## src/rtl/wb_port_arbiter.sv

```systemverilog
// wb_port_arbiter: shares the register-file write port between the in-order
// writeback stream and a multi-cycle unit. Writeback always wins; multi-cycle
// results queue in a small FIFO and drain into idle port cycles. Queued entries
// made stale by a younger writeback to the same register are squashed.
// Optional macro WB_PORT_ARB_FWD_EN adds a combinational forwarding lookup
// (rd_addr / rd_hit / rd_data) into the live FIFO entries.
module wb_port_arbiter #(
  parameter int DATA_W       = 16,
  parameter int ADDR_W       = 3,
  parameter int DEPTH        = 2,
  parameter int STARVE_LIMIT = 4
) (
  input  logic                    clk,
  input  logic                    rst,
  input  logic                    wb_en,
  input  logic [ADDR_W-1:0]       wb_dest,
  input  logic [DATA_W-1:0]       wb_data,
  input  logic                    mc_valid,
  input  logic [ADDR_W-1:0]       mc_dest,
  input  logic [DATA_W-1:0]       mc_data,
  output logic                    mc_ready,
  output logic                    rf_we,
  output logic [ADDR_W-1:0]       rf_dest,
  output logic [DATA_W-1:0]       rf_data,
  output logic [(2**ADDR_W)-1:0]  busy_mask,
`ifdef WB_PORT_ARB_FWD_EN
  input  logic [ADDR_W-1:0]       rd_addr,
  output logic                    rd_hit,
  output logic [DATA_W-1:0]       rd_data,
`endif
  output logic                    stall_req
);

  localparam int NREG  = 2**ADDR_W;
  localparam int PTR_W = $clog2(DEPTH);
  localparam int CNT_W = PTR_W + 1;
  localparam int SC_W  = $clog2(STARVE_LIMIT + 1);

  // FIFO storage; kill flags live in flops because every entry may be
  // squashed in parallel by a writeback.
  logic [ADDR_W-1:0] dest_mem [DEPTH];
  logic [DATA_W-1:0] data_mem [DEPTH];
  logic [DEPTH-1:0]  kill_reg;
  logic [PTR_W-1:0]  head_reg, tail_reg;
  logic [CNT_W-1:0]  count_reg;
  logic [SC_W-1:0]   starve_reg, starve_next;
  logic              stall_reg;
  logic              rf_we_reg;
  logic [ADDR_W-1:0] rf_dest_reg;
  logic [DATA_W-1:0] rf_data_reg;

  logic              empty, full, mc_hs;
  logic              head_kill, head_live, discard, pop, bypass, push, deq;
  logic [DEPTH-1:0]  live, wb_match;
  logic [PTR_W-1:0]  age [DEPTH];
  logic [NREG-1:0]   entry_mask [DEPTH];

  assign empty     = (count_reg == '0);
  assign full      = (count_reg == CNT_W'(DEPTH));
  assign mc_ready  = !full && !rst;
  assign mc_hs     = mc_valid && mc_ready;
  assign head_kill = kill_reg[head_reg];
  assign head_live = !empty && !head_kill;
  // A killed head leaves without using the port, even alongside a wb write.
  assign discard   = !empty && head_kill;
  assign pop       = !wb_en && head_live;
  assign bypass    = !wb_en && empty && mc_hs;
  assign push      = mc_hs && !bypass;
  assign deq       = pop || discard;

  // Per-entry occupancy, liveness, squash match and busy contribution.
  generate
    for (genvar gi = 0; gi < DEPTH; gi++) begin : g_entry
      assign age[gi]        = PTR_W'(gi) - head_reg;
      assign live[gi]       = ({1'b0, age[gi]} < count_reg) && !kill_reg[gi];
      assign wb_match[gi]   = wb_en && (dest_mem[gi] == wb_dest);
      assign entry_mask[gi] = live[gi] ? (NREG'(1) << dest_mem[gi]) : '0;
    end
  endgenerate

  // OR together the destinations of all live entries.
  always_comb begin
    busy_mask = '0;
    for (int i = 0; i < DEPTH; i++) begin
      busy_mask = busy_mask | entry_mask[i];
    end
  end

  // Port selection: writeback, then live head, then bypass, else idle.
  always_ff @(posedge clk) begin
    if (rst) begin
      rf_we_reg   <= 1'b0;
      rf_dest_reg <= '0;
      rf_data_reg <= '0;
    end else if (wb_en) begin
      rf_we_reg   <= 1'b1;
      rf_dest_reg <= wb_dest;
      rf_data_reg <= wb_data;
    end else if (pop) begin
      rf_we_reg   <= 1'b1;
      rf_dest_reg <= dest_mem[head_reg];
      rf_data_reg <= data_mem[head_reg];
    end else if (bypass) begin
      rf_we_reg   <= 1'b1;
      rf_dest_reg <= mc_dest;
      rf_data_reg <= mc_data;
    end else begin
      rf_we_reg   <= 1'b0;
    end
  end

  // FIFO payload write; contents are meaningless outside the occupied range.
  always_ff @(posedge clk) begin
    if (push) begin
      dest_mem[tail_reg] <= mc_dest;
      data_mem[tail_reg] <= mc_data;
    end
  end

  // Pointers, occupancy count and kill flags.
  always_ff @(posedge clk) begin
    if (rst) begin
      head_reg  <= '0;
      tail_reg  <= '0;
      count_reg <= '0;
      kill_reg  <= '0;
    end else begin
      if (push) tail_reg <= tail_reg + PTR_W'(1);
      if (deq)  head_reg <= head_reg + PTR_W'(1);
      case ({push, deq})
        2'b10:   count_reg <= count_reg + CNT_W'(1);
        2'b01:   count_reg <= count_reg - CNT_W'(1);
        default: count_reg <= count_reg;
      endcase
      for (int i = 0; i < DEPTH; i++) begin
        if (push && (tail_reg == PTR_W'(i))) begin
          // An entry arriving with the same dest as this cycle's wb is born dead.
          kill_reg[i] <= wb_en && (mc_dest == wb_dest);
        end else if (wb_match[i]) begin
          kill_reg[i] <= 1'b1;
        end
      end
    end
  end

  // Starvation counter: counts blocked cycles of a live head, saturating.
  always_comb begin
    starve_next = starve_reg;
    if (empty || deq) begin
      starve_next = '0;
    end else if (head_live && (starve_reg != SC_W'(STARVE_LIMIT))) begin
      starve_next = starve_reg + SC_W'(1);
    end
  end

  // Counter and stall request registers.
  always_ff @(posedge clk) begin
    if (rst) begin
      starve_reg <= '0;
      stall_reg  <= 1'b0;
    end else begin
      starve_reg <= starve_next;
      stall_reg  <= (starve_next == SC_W'(STARVE_LIMIT));
    end
  end

  assign rf_we     = rf_we_reg;
  assign rf_dest   = rf_dest_reg;
  assign rf_data   = rf_data_reg;
  assign stall_req = stall_reg;

`ifdef WB_PORT_ARB_FWD_EN
  logic [PTR_W-1:0] fwd_slot;

  // Scan oldest to youngest so the youngest matching live entry wins.
  always_comb begin
    rd_hit   = 1'b0;
    rd_data  = '0;
    fwd_slot = head_reg;
    for (int k = 0; k < DEPTH; k++) begin
      fwd_slot = head_reg + PTR_W'(k);
      if (live[fwd_slot] && (dest_mem[fwd_slot] == rd_addr)) begin
        rd_hit  = 1'b1;
        rd_data = data_mem[fwd_slot];
      end
    end
  end
`endif

endmodule

```

## config.mk

```make
export PLATFORM = sky130hd
export DESIGN_NAME = wb_port_arbiter
export DESIGN_NICKNAME = d
export VERILOG_FILES = /design/src/rtl/wb_port_arbiter.sv
export SDC_FILE = /design/constraint.sdc
export NUM_CORES = 1
export LEC_CHECK = 0
export CORE_AREA = 10 10 102 123
export DETAILED_ROUTE_END_ITERATION = 6
export DIE_AREA = 0 0 112 133
export HOLD_SLACK_MARGIN = 0.15
export PLACE_DENSITY_LB_ADDON = 0.25
export SETUP_SLACK_MARGIN = 0.05
export SKIP_LAST_GASP = 1
export SYNTH_ARGS = -nofsm -noshare
export SYNTH_HDL_FRONTEND = slang
export SYNTH_SLANG_ARGS = --single-unit
```

## constraint.sdc

```tcl
create_clock -name clk -period 5.6 [get_ports clk]
set_clock_uncertainty 0.2 [all_clocks]
set_input_delay 1.12 -clock clk [delete_from_list [all_inputs] [get_ports clk]]
set_output_delay 1.12 -clock clk [all_outputs]
set_load 0.02 [all_outputs]
```

==> reports/metrics.cfg <==
[outcome]
status=finished, final reports clean

[layout]
syn2layout_area_growth_pct=36.32
final_layout_size_suffix_gt1_share_pct=8.430
largest_register_ffs=32
antennaDiodeCount=0
nNetsFinal=384

[setup_path]
reg2reg_depth=5
start_kind=input port
rrSetupSlack_ns=3.23
cp-end-kind=primary output
path_max_fanout=30
cp_cell_sequence=clkdlybuf4s50_1 -> buf_4 -> a21oi_1 -> clkdlybuf4s50_1
critPathTopFamily=buffers and inverters
reg2reg_from=head_reg$_SDFFE_PP0P_
crit_buf_inv=3
critPathRequiredTime_ns=4.28
slowest_delay_ns=0.62
cpMaxStageDelayCell=clkdlybuf4s50_1
crit_type=in2out
r2r_end=rf_data[14]$_SDFFE_PP0P_
cp_common_cell=clkdlybuf4s50_1
crit_arrival_ns=2.54

[power_and_ir_drop]
leakagePower_uw=0.001531
max-vdd-ir-drop_v=0.0001969
p_per_area_nw_per_um2=397.3
total_power_uw=1719

[floorplan]
io_pins=72
dieHeight_um=133
row_count=41
initial_core_util_pct=31.08
die_w_um=112
core_um2=10210
die_area_um2=14900

[sta]
timing.setup.tns_ns=0
slew_headroom_pct=39.58
finalCritPeriodShare_pct=68.99
worstMarginPinSlew_ns=0.9063
hold_viol_final=0
slew_violations=0
rsz0062_at_grt=no
finalSetupViolCount=0
min_period_ns=3.863
max_freq_ghz=0.2589

[route]
vias_per_cell=4.915
drt-pass1-iter-count=4
wl_per_cell_um=16.74
wl_mm=7.918
via_count=2325
drc=0
detail-route-antenna-nets=0
first_iter_violations=80

[cts]
cts_buffers=9
cts_resized=0
cts_hold_buf=0
cts_sinks=69
post-cts-setup-buffers=0
clk_pin_slew_ns=0.06
clockBufferDepth=2
root_buffer=clkbuf_16
htreeDepth=3
tritoncts=built
clk_latency_ns=0.33

[worst_hold_path]
hold_end=rf_data[2]$_SDFFE_PP0P_
worstHoldStart=rf_data[2]$_SDFFE_PP0P_
hold_depth=1
hold_class=reg2reg

[logic_synthesis]
ys_ff_latch=69
synthArstFlopShare_pct=0
synth_edf_count=38
synthFlopType=edfxtp_1
avgSynthCellArea_um2=11.84
syn-num-nets=313
synth_warnings=0
syn-cell-area_um2=3173
synth_cells=268
seq_area_frac_synth_pct=55.52
synth_cell_types=41

[place]
dp_hpwl_mm=5.494
io_buffers=71
gp_congestion=0.7501

[global_route]
grt_usage_pct=10.27
grt_first_pass_wirelength_mm=12.39
first_global_vias=2425
grt_max_degree=44
grt_antenna_before_repair=0
grt-ovfl-total=0

[flow_run]
drv_cap=0

worst reg2reg max path, cell delays in order (launching register included):
cell and delay [ns]:
dfxtp_1 0.40, mux2_4 0.35, nor2_1 0.65, buf_4 0.32
a2bb2oi_1 0.10, o221a_1 0.22
routing by layer:
metal	vias to the layer above	GRT usage [%]	part of all wire [%]
li1	1149	-	-
met1	1112	11.92	46
met2	53	16.73	47
met3	11	3.709	5.6
met4	0	4.167	1.7
met5	-	0	0
stage by stage:
step	utilization, %	hold WS [ns]	cells	setup WS [ns]	instance area, µm²
floorplan	-	0.3005	268	2.417	3173
global placement	39.26	0.3236	457	1.742	4008
detailed placement	39.26	0.3214	457	1.741	4008
CTS	42.37	0.3447	473	1.727	4325
global route	42.37	0.3569	473	1.670	4325
finish	42.37	0.3416	473	1.737	4325
layout make-up:
cell class,count,area [µm²]
fillers,945,5883
flip-flops and latches,69,1762
multi-input cells,156,1231
repair buffers,77,755.7
clock buffers,10,229.0
well taps,129,161.4
inverters,26,97.59
clock inverters,6,88.84
report_power, final:
part / internal (µW) / leakage (µW) / switching [µW] / total, µW
Clock: 390 / 0.000150 / 209 / 599
Sequential: 594 / 0.000602 / 43.8 / 638
Combinational: 226 / 0.000779 / 256 / 482
synth_stat cells (all sizes together) (2+ instances only):
cell,instances,share of area [%]
buf,10,1.9
nor2,13,1.8
a2bb2oi,20,5.7
dfxtp,31,20
o221a,19,6.7
nand2b,6,1.2
edfxtp,38,36
clkbuf,7,0.83
a211oi,2,0.63
nor2b,3,0.59
xnor2,13,3.6
nand4,2,0.39
mux2i,20,6.3
or3,2,0.39
o22ai,6,1.2
nand2,6,0.71
ha,3,1.2
o21ai,3,0.47
o32ai,2,0.55
inv,26,3.1
a21oi,23,3.6
mux2,2,0.83
cell families (layout without fill, tap and decap cells):
logic type,count (synthesis),after routing,synth area share [%]
AO/OA/AOI/OAI,81,81,20.54
buffers and inverters,43,119,5.757
adder cells (fa/ha/maj),3,3,1.183
multiplexers,22,22,7.137
AND/OR/NAND/NOR,36,36,5.994
XOR/XNOR,14,14,3.864
flip-flops,69,69,55.52
how the worst max path moves through the flow:
stage          start       end  slack (ns)  cells past startpoint
6_report         rst  mc_ready        1.74                      4
3_5_place_dp     rst  mc_ready        1.74                      4
3_3_place_gp     rst  mc_ready        1.74                      4
2_1_floorplan    rst  mc_ready        2.42                      3
5_1_grt          rst  mc_ready        1.67                      4
4_1_cts          rst  mc_ready        1.73                      4
layout by cell type, fill, tap and decap left out, types with 11 or more instances in the layout:
cell,count
a2bb2oi_1,19
mux2i_1,20
clkdlybuf4s50_1,71
a21oi_1,23
nor2_1,11
dfxtp_1,31
inv_1,25
o221a_1,19
xnor2_1,13
edfxtp_1,38
Power figures use the tool's default switching activity.
